`src/rtl/game_state_manager.sv`:
```
// Per-frame collision folding plus top-level game FSM that owns score, lives and level.
// Optional one-time bonus life per game is built when BONUS_LIFE_EN is defined.
module game_state_manager #(
  parameter int INIT_LIVES      = 3,
  parameter int MAX_LIVES       = 7,
  parameter int MAX_LEVEL       = 9,
  parameter int PRIZE_POINTS    = 10,
  parameter int GATE_POINTS     = 100,
  parameter int SCORE_MAX       = 9999,
  parameter int INVULN_FRAMES   = 60,
  parameter int LEVEL_UP_FRAMES = 30
`ifdef BONUS_LIFE_EN
  ,
  parameter int BONUS_THRESHOLD = 500
`endif
) (
  input  logic        clk,
  input  logic        resetN,
  input  logic        startOfFrame,
  input  logic        start_game,
  input  logic        prize_collision,
  input  logic        gate_collision,
  input  logic        step_spike_collision,
  input  logic        border_collision,
  output logic [13:0] score,
  output logic [2:0]  lives,
  output logic [3:0]  level,
  output logic        playing,
  output logic        invulnerable,
  output logic        game_over,
  output logic        life_lost_pulse,
  output logic        level_up_pulse
);

  typedef enum logic [2:0] {
    S_IDLE,
    S_PLAY,
    S_HIT,
    S_LEVEL_UP,
    S_GAME_OVER
  } state_t;

  localparam int CNT_MAX = (INVULN_FRAMES > LEVEL_UP_FRAMES) ? INVULN_FRAMES : LEVEL_UP_FRAMES;
  localparam int CNT_W   = $clog2(CNT_MAX + 1);

  localparam logic [2:0]  LIVES_INIT = 3'((INIT_LIVES > MAX_LIVES) ? MAX_LIVES : INIT_LIVES);
  localparam logic [14:0] SCORE_CAP  = 15'(SCORE_MAX);

  state_t             state_q, state_d;
  logic               prz_q, gat_q, haz_q;
  logic               prz_d, gat_d, haz_d;
  logic [CNT_W-1:0]   cnt_q, cnt_d;
  logic [13:0]        score_q, score_d;
  logic [2:0]         lives_q, lives_d;
  logic [3:0]         level_q, level_d;
  logic               life_lost_q, life_lost_d;
  logic               level_up_q, level_up_d;

  logic               haz_in;
  logic [14:0]        score_sum;
  logic [13:0]        score_clamped;

  assign haz_in = step_spike_collision | border_collision;

  // Both awards are summed in 15 bits before the single clamp so a gate+prize frame saturates cleanly.
  assign score_sum = {1'b0, score_q}
                   + (prz_q ? 15'(PRIZE_POINTS) : 15'd0)
                   + (gat_q ? 15'(GATE_POINTS)  : 15'd0);
  assign score_clamped = (score_sum > SCORE_CAP) ? SCORE_CAP[13:0] : score_sum[13:0];

`ifdef BONUS_LIFE_EN
  localparam logic [13:0] BONUS_T = 14'(BONUS_THRESHOLD);

  logic       armed_q, armed_d;
  logic       bonus;
  logic [2:0] lives_inc;

  assign bonus = armed_q && startOfFrame && (state_q == S_PLAY || state_q == S_HIT)
              && (score_q < BONUS_T) && (score_clamped >= BONUS_T);
  assign lives_inc = (lives_q < 3'(MAX_LIVES)) ? lives_q + 3'd1 : lives_q;
`endif

  // NOTE: every variable is given a default before the case so no path leaves it unassigned (no latches).
  always_comb begin
    state_d     = state_q;
    cnt_d       = cnt_q;
    score_d     = score_q;
    lives_d     = lives_q;
    level_d     = level_q;
    life_lost_d = 1'b0;
    level_up_d  = 1'b0;
`ifdef BONUS_LIFE_EN
    armed_d     = armed_q;
`endif

    // A startOfFrame cycle's own collisions belong to the frame that is just starting.
    if (startOfFrame) begin
      prz_d = prize_collision;
      gat_d = gate_collision;
      haz_d = haz_in;
    end else begin
      prz_d = prz_q | prize_collision;
      gat_d = gat_q | gate_collision;
      haz_d = haz_q | haz_in;
    end

    unique case (state_q)
      S_IDLE, S_GAME_OVER: begin
        if (start_game) begin
          state_d = S_PLAY;
          score_d = '0;
          lives_d = LIVES_INIT;
          level_d = 4'd1;
          cnt_d   = '0;
          prz_d   = 1'b0;
          gat_d   = 1'b0;
          haz_d   = 1'b0;
`ifdef BONUS_LIFE_EN
          armed_d = 1'b1;
`endif
        end
      end

      S_PLAY, S_HIT: begin
        if (startOfFrame) begin
          score_d = score_clamped;
          if (gat_q) begin
            level_d    = (level_q >= 4'(MAX_LEVEL)) ? 4'(MAX_LEVEL) : level_q + 4'd1;
            level_up_d = 1'b1;
            cnt_d      = CNT_W'(LEVEL_UP_FRAMES);
            state_d    = S_LEVEL_UP;
          end else if (state_q == S_PLAY && haz_q) begin
            life_lost_d = 1'b1;
            if (lives_q <= 3'd1) begin
              lives_d = '0;
              state_d = S_GAME_OVER;
            end else begin
              lives_d = lives_q - 3'd1;
              cnt_d   = CNT_W'(INVULN_FRAMES);
              state_d = S_HIT;
            end
          end else if (state_q == S_HIT) begin
            if (cnt_q <= CNT_W'(1)) begin
              cnt_d   = '0;
              state_d = S_PLAY;
            end else begin
              cnt_d = cnt_q - CNT_W'(1);
            end
          end
        end
      end

      S_LEVEL_UP: begin
        if (startOfFrame) begin
          if (cnt_q <= CNT_W'(1)) begin
            cnt_d   = '0;
            state_d = S_PLAY;
          end else begin
            cnt_d = cnt_q - CNT_W'(1);
          end
        end
      end

      default: state_d = S_IDLE;
    endcase

`ifdef BONUS_LIFE_EN
    // A bonus in a hazard frame cancels the deduction, so the player stays alive and enters HIT.
    if (bonus) begin
      armed_d = 1'b0;
      lives_d = life_lost_d ? lives_q : lives_inc;
      if (state_d == S_GAME_OVER) begin
        cnt_d   = CNT_W'(INVULN_FRAMES);
        state_d = S_HIT;
      end
    end
`endif
  end

  // NOTE: sequential state uses non-blocking assignments so all registers update together on the edge.
  always_ff @(posedge clk or negedge resetN) begin
    if (!resetN) begin
      state_q     <= S_IDLE;
      prz_q       <= 1'b0;
      gat_q       <= 1'b0;
      haz_q       <= 1'b0;
      cnt_q       <= '0;
      score_q     <= '0;
      lives_q     <= LIVES_INIT;
      level_q     <= 4'd1;
      life_lost_q <= 1'b0;
      level_up_q  <= 1'b0;
`ifdef BONUS_LIFE_EN
      armed_q     <= 1'b1;
`endif
    end else begin
      state_q     <= state_d;
      prz_q       <= prz_d;
      gat_q       <= gat_d;
      haz_q       <= haz_d;
      cnt_q       <= cnt_d;
      score_q     <= score_d;
      lives_q     <= lives_d;
      level_q     <= level_d;
      life_lost_q <= life_lost_d;
      level_up_q  <= level_up_d;
`ifdef BONUS_LIFE_EN
      armed_q     <= armed_d;
`endif
    end
  end

  assign score           = score_q;
  assign lives           = lives_q;
  assign level           = level_q;
  assign playing         = (state_q == S_PLAY) || (state_q == S_HIT);
  assign invulnerable    = (state_q == S_HIT);
  assign game_over       = (state_q == S_GAME_OVER);
  assign life_lost_pulse = life_lost_q;
  assign level_up_pulse  = level_up_q;

endmodule
```
`config.mk`:
```
export PLATFORM = sky130hd
export DESIGN_NAME = game_state_manager
export DESIGN_NICKNAME = d
export VERILOG_FILES = /design/src/rtl/game_state_manager.sv
export SDC_FILE = /design/constraint.sdc
export NUM_CORES = 1
export LEC_CHECK = 0
export CORE_MARGIN = 2
export CORE_UTILIZATION = 58
export DETAILED_ROUTE_END_ITERATION = 12
export HOLD_SLACK_MARGIN = 0.08
export PLACE_DENSITY = 0.95
export SLEW_MARGIN = 20
export SYNTH_ARGS = -nofsm -noshare
export SYNTH_HDL_FRONTEND = slang
export SYNTH_SLANG_ARGS = --single-unit
```
`constraint.sdc`:
```
create_clock -name clk -period 4.4 [get_ports clk]
set_input_delay 0.88 -clock clk [delete_from_list [all_inputs] [get_ports clk]]
set_output_delay 0.88 -clock clk [all_outputs]
set_load 0.03 [all_outputs]
```
==> After elaboration in Yosys (flattened, before gate mapping) <==
Index checks and enable logic that the tools add are counted.
{ "word_totals": {"regBits": 35, "output_inout_bits": 26, "word_cells": 98} }
{ "op_classes": {"add_sub_neg": 5, "magnitude_cmp": 4, "eq_ne": 12, "mux": 51, "bitwise": 4, "reduce_logical": 12} }
{ "op_table": {"columns": ["op", "n"], "rows": [
  ["$mux 6", 8],
  ["$mux 14", 3],
  ["$mux 3", 13],
  ["$pmux 14 s2", 1],
  ["$mux 4", 5],
  ["$pmux 6 s3", 1],
  ["$mux 1", 16],
  ["$add 14x4->15", 1],
  ["$add 15x7->15", 1],
  ["$gt 15x14->1 const B", 1],
  ["$ne 2x2->1 const B", 6],
  ["$pmux 3 s3", 1],
  ["$ne 4x4->1 const B", 2],
  ["$pmux 4 s2", 1],
  ["$reduce_and 4->1", 2],
  ["$mux 7", 1],
  ["$eq 3x2->1 const B", 2],
  ["$le 6x1->1 const B", 1],
  ["$pmux 3 s2", 1],
  ["$reduce_and 6->1", 1],
  ["$sub 6x1->6 const B", 1],
  ["$reduce_and 5->1", 1],
  ["$add 4x1->4 const B", 1],
  ["$ge 4x4->1 const B", 1],
  ["12 further kinds", 16]
]} }

==> Logic depth before layout (Yosys ltp) <==
{ "logic_depth": {"ltp_word": 7, "ltp_mapped": 10, "ltp_nobuf": 10} }

==> Worst setup path before layout <==
Ideal clock, no wire load.
{ "synth_timing": {"path_kind": "register to register", "startpoint": "reg score_q[1] (netlist: score[1])", "endpoint": "reg score_q[9] (netlist: score[9])", "arrival_time_ns": 2.753, "path_slack_ns": 1.528, "stages_incl_launch_ff": 11, "n_path_buf": 0, "path_cell_list": "dfrtp_1 ha_1 fa_1 a21oi_1 o21a_2 o21ai_0 nor3b_1 o311a_4 o21ai_4 a41oi_1 o21a_1"} }
{ "synth_via": {"elab_chain_len": 6} }
{ "synth_rtl": {"columns": ["item", "line", "source"], "rows": [
  ["start: declaration", "53", "logic [13:0] score_q, score_d;"],
  ["start signal: assignment", "202", "score_q <= score_d;"],
  ["$add 14x4->15 *", "67", "+ (prz_q ? 15'(PRIZE_POINTS) : 15'd0)"],
  ["$add 15x7->15 *", "68", "+ (gat_q ? 15'(GATE_POINTS) : 15'd0);"],
  ["$gt 15x14->1", "69", "assign score_clamped = (score_sum > SCORE_CAP) ? SCORE_CAP[13:0] : score_sum[13:0];"],
  ["$mux 14 *", "69", null],
  ["$mux 14 *", "125", "if (startOfFrame) begin"],
  ["$pmux 14 s2 *", "107", "unique case (state_q)"]
]} }
Mark *: on every way between the ends. The rest lies on a longest branch, timed or not. The select of a mux whose other input is x is not followed.
A chain may end at the register's enable or synchronous reset.

==> Worst setup path in the final report <==
{ "layout_timing": {"startpoint": "reg prz_q", "endpoint": "reg score_q[9] (netlist: score[9])"} }
{ "layout_via": {"elab_chain_len": 7} }
{ "layout_rtl": {"columns": ["item", "line", "source"], "rows": [
  ["start: declaration", "50", "logic prz_q, gat_q, haz_q;"],
  ["start signal: assignment", "198", "prz_q <= prz_d;"],
  ["$mux 4 *", "67", null],
  ["$add 14x4->15 *", "67", null],
  ["$add 15x7->15 *", "68", null],
  ["$gt 15x14->1", "69", null],
  ["$mux 14 *", "69", null],
  ["$mux 14 *", "125", null],
  ["$pmux 14 s2 *", "107", null]
]} }
Marks and branches as above.

==> qor.csv <==
metric,value,unit
status,"complete, no violations",
grt_max_degree,36,
synth_adder_area_share,7.50,%
syn_area_per_cell,8.86,um2
coreArea,0.00372,mm2
power_density,748,mW/mm2
fin_skew,0.0103,ns
fin_crit_sh,69.3,%
ios,34,
vias,2109,
final_cell_mix,"clkdlybuf4s50_1, dfrtp_1, nor2_1",
mostFrequentLayoutCell,clkdlybuf4s50_1,
hold_path.class,reg -> reg,
avgViaCountPerCell,6.18,
path_max_fanout,8,
synthTopCellsByArea,"dfrtp_1, ha_1, o21ai_0",
synth_compound_area_share,24.5,%
synth_xor_area_share,3.09,%
drc_errors,0,
cts_root_buf,clkbuf_8,
crit_type,reg -> reg,
start_kind,flop,
seq_area,880,um2
layout.nets,313,
die_w,66.5,um
ir_drop,0.000471,V
crit_path_end_kind,flop,
chipHeight,66.5,um
cts_made_buffers,5,
gr-max-usage-layer,met2,
final_hold_viol_count,0,
synth.area.mux_share,0.938,%
synth_edf_count,0,
tightest_slew,0.685,ns
clkLatencyLatePin,0.31,ns
use_met2,39.8,%
cts_hold_buf,0,
row_count,22,
slew_viol_final,0,
io_buffers,33,
yosysTopAreaCellShare,35.3,%
synth-seq-cells,35,
maxCapViolations,0,
leakagePower,0.00113,uW
initial_core_util,61.0,%
synth_top_family_by_area,compound AO/OA/AOI/OAI gates,
critPathTopFamily,compound AO/OA/AOI/OAI gates,
syn_area,0.00227,mm2
antenna_found_initial,0,
critPathBufInv,0,
async_reset_ff_share,100,%
yosysTopAreaCell,dfrtp_1,
gr-total-overflow,0,
place_area,0.00265,mm2
ys.warnings.count,0,
ys.flop_type,dfrtp_1,
syn_nets,277,
final_cell_area,0.00277,mm2
crit_required,4.59,ns
dp_hpwl,3710,um
worstPathArrival,3.24,ns
drt-wirelength-per-cell,15.6,um
area_growth,22.0,%
synth_cells,256,
antenna_cells,0,
seq_area_frac_synth,38.8,%
first_pass_iters,5,
period_needed,3.05,ns
cts_sinks,35,
setup_viol,0,
path_clk_slew,0.07,ns
cts_setup_buffers,0,
gp_congestion,0.916,
fillCellCount,270,
grt_util_met1,37.8,%
cp_slowest_cell,a21oi_1,
ant_nets,0,
die-area,0.00443,mm2
totalWireLength,5330,um
finalSetupTns,0,ns
cp_cell_sequence,ha_1 > fa_1 > a21oi_1 > o21a_2 > o21ai_0 > nor3b_1 > o311a_4 > o21ai_4 > a41oi_1 > o21a_1,
synth.distinct_cells,59,
clockBufferDepth,2,
critPathMaxStageDelay,0.43,ns
grt_pass1_wl,8900,um
rsz0062_at_grt,no,
hold_ws,0.522,ns
drt-initial-drc-count,210,
multi_input_area,0.00132,mm2
grtUsageTotal,27.0,%
relSlewSlack,54.2,%
fmax,0.328,GHz
htree_levels,2,
cts_tree,yes,
ctsResizeCount,0,
synth-simple-area-share,22.1,%
grtUsageMet3,4.39,%
first_global_vias,1925,
layout-drive-gt1-share,9.90,%
cell usage after synthesis, types with 3 or more instances:
| master | instances |
|---|---|
| a31oi_1 | 4 |
| o21ai_0 | 25 |
| dfrtp_1 | 32 |
| nand4_1 | 3 |
| clkbuf_1 | 3 |
| a21oi_1 | 16 |
| or3_1 | 3 |
| nor3_1 | 8 |
| nand2_1 | 22 |
| a41oi_1 | 3 |
| xor2_1 | 4 |
| inv_1 | 10 |
| ha_1 | 12 |
| dfstp_2 | 3 |
| buf_2 | 4 |
| nor2_1 | 30 |
| xnor2_1 | 4 |
| and2_1 | 5 |
| nor3b_1 | 4 |
| nand3_1 | 5 |
| nand2b_1 | 3 |
| nor4_1 | 3 |
| o21a_1 | 3 |
per-layer routing:
metal / wire length, um / vias to the layer above
met3: 426 / 22
li1: - / 1010
met2: 2440 / 110
met4: 176 / 0
met1: 2290 / 967
met5: 0 / -
worst min-delay path: stages (launching register included):
cell	delay, ns
dfrtp_1	0.37
nand2_1	0.05
o21ai_0	0.06
area by class of cell:
cell class | count | area share (%)
inverters | 10 | 1.36
clock buffers | 6 | 2.98
flip-flops and latches | 35 | 31.8
multi-input cells | 204 | 47.7
clock inverters | 2 | 1.27
well taps | 48 | 2.17
repair buffers | 36 | 12.7
worst paths after layout:
| path | slack (ns) | endpoint | cells after the start | from |
|---|---|---|---|---|
| worst min-delay path | 0.52 | cnt_q[1] | 2 | cnt_q[1] |
| worst max register to register | 1.35 | score[9] | 10 | prz_q |
| min in group asynchronous | 0.97 | level[2] | 2 | resetN |
| worst max-delay path | 1.35 | score[9] | 10 | prz_q |
| max in group asynchronous | 3.08 | lives[0] | 2 | resetN |
| worst min register to register | 0.52 | cnt_q[1] | 2 | cnt_q[1] |
metrics by stage:
stage	power (uW)	setup slack, ns	util (%)	cells
global placement	1710	1.47	71.3	333
CTS	2060	1.39	74.5	341
floorplan	1380	1.53	-	256
detailed placement	1740	1.39	71.3	333
global route	2220	1.17	74.5	341
finish	2070	1.35	74.5	341
kinds of logic after synthesis:
family / count (synthesis)
and+or+nand+nor: 100
AOI/OAI and AO/OA: 81
DFF: 35
buffers and inverters: 17
adders and majority gates: 13
xor gates and xnor gates: 8
muxes: 2
sequential cells by signal (all words and copies together), names as in the netlist:
| signal | cells |
|---|---|
| life_lost_pulse | 1 |
| haz_q | 1 |
| level_up_pulse | 1 |
| lives | 3 |
| level | 4 |
| score | 14 |
| state_q | 3 |
| prz_q | 1 |
| cnt_q | 6 |
| gat_q | 1 |
power by group:
| group | leakage (uW) | switching [uW] | internal (uW) |
|---|---|---|---|
| sequential | 0.000425 | 159 | 447 |
| combinational | 0.000645 | 689 | 470 |
| clock | 0.0000612 | 121 | 183 |
| total | 0.00113 | 970 | 1100 |
Note: power is estimated with default switching activity, not from simulation.
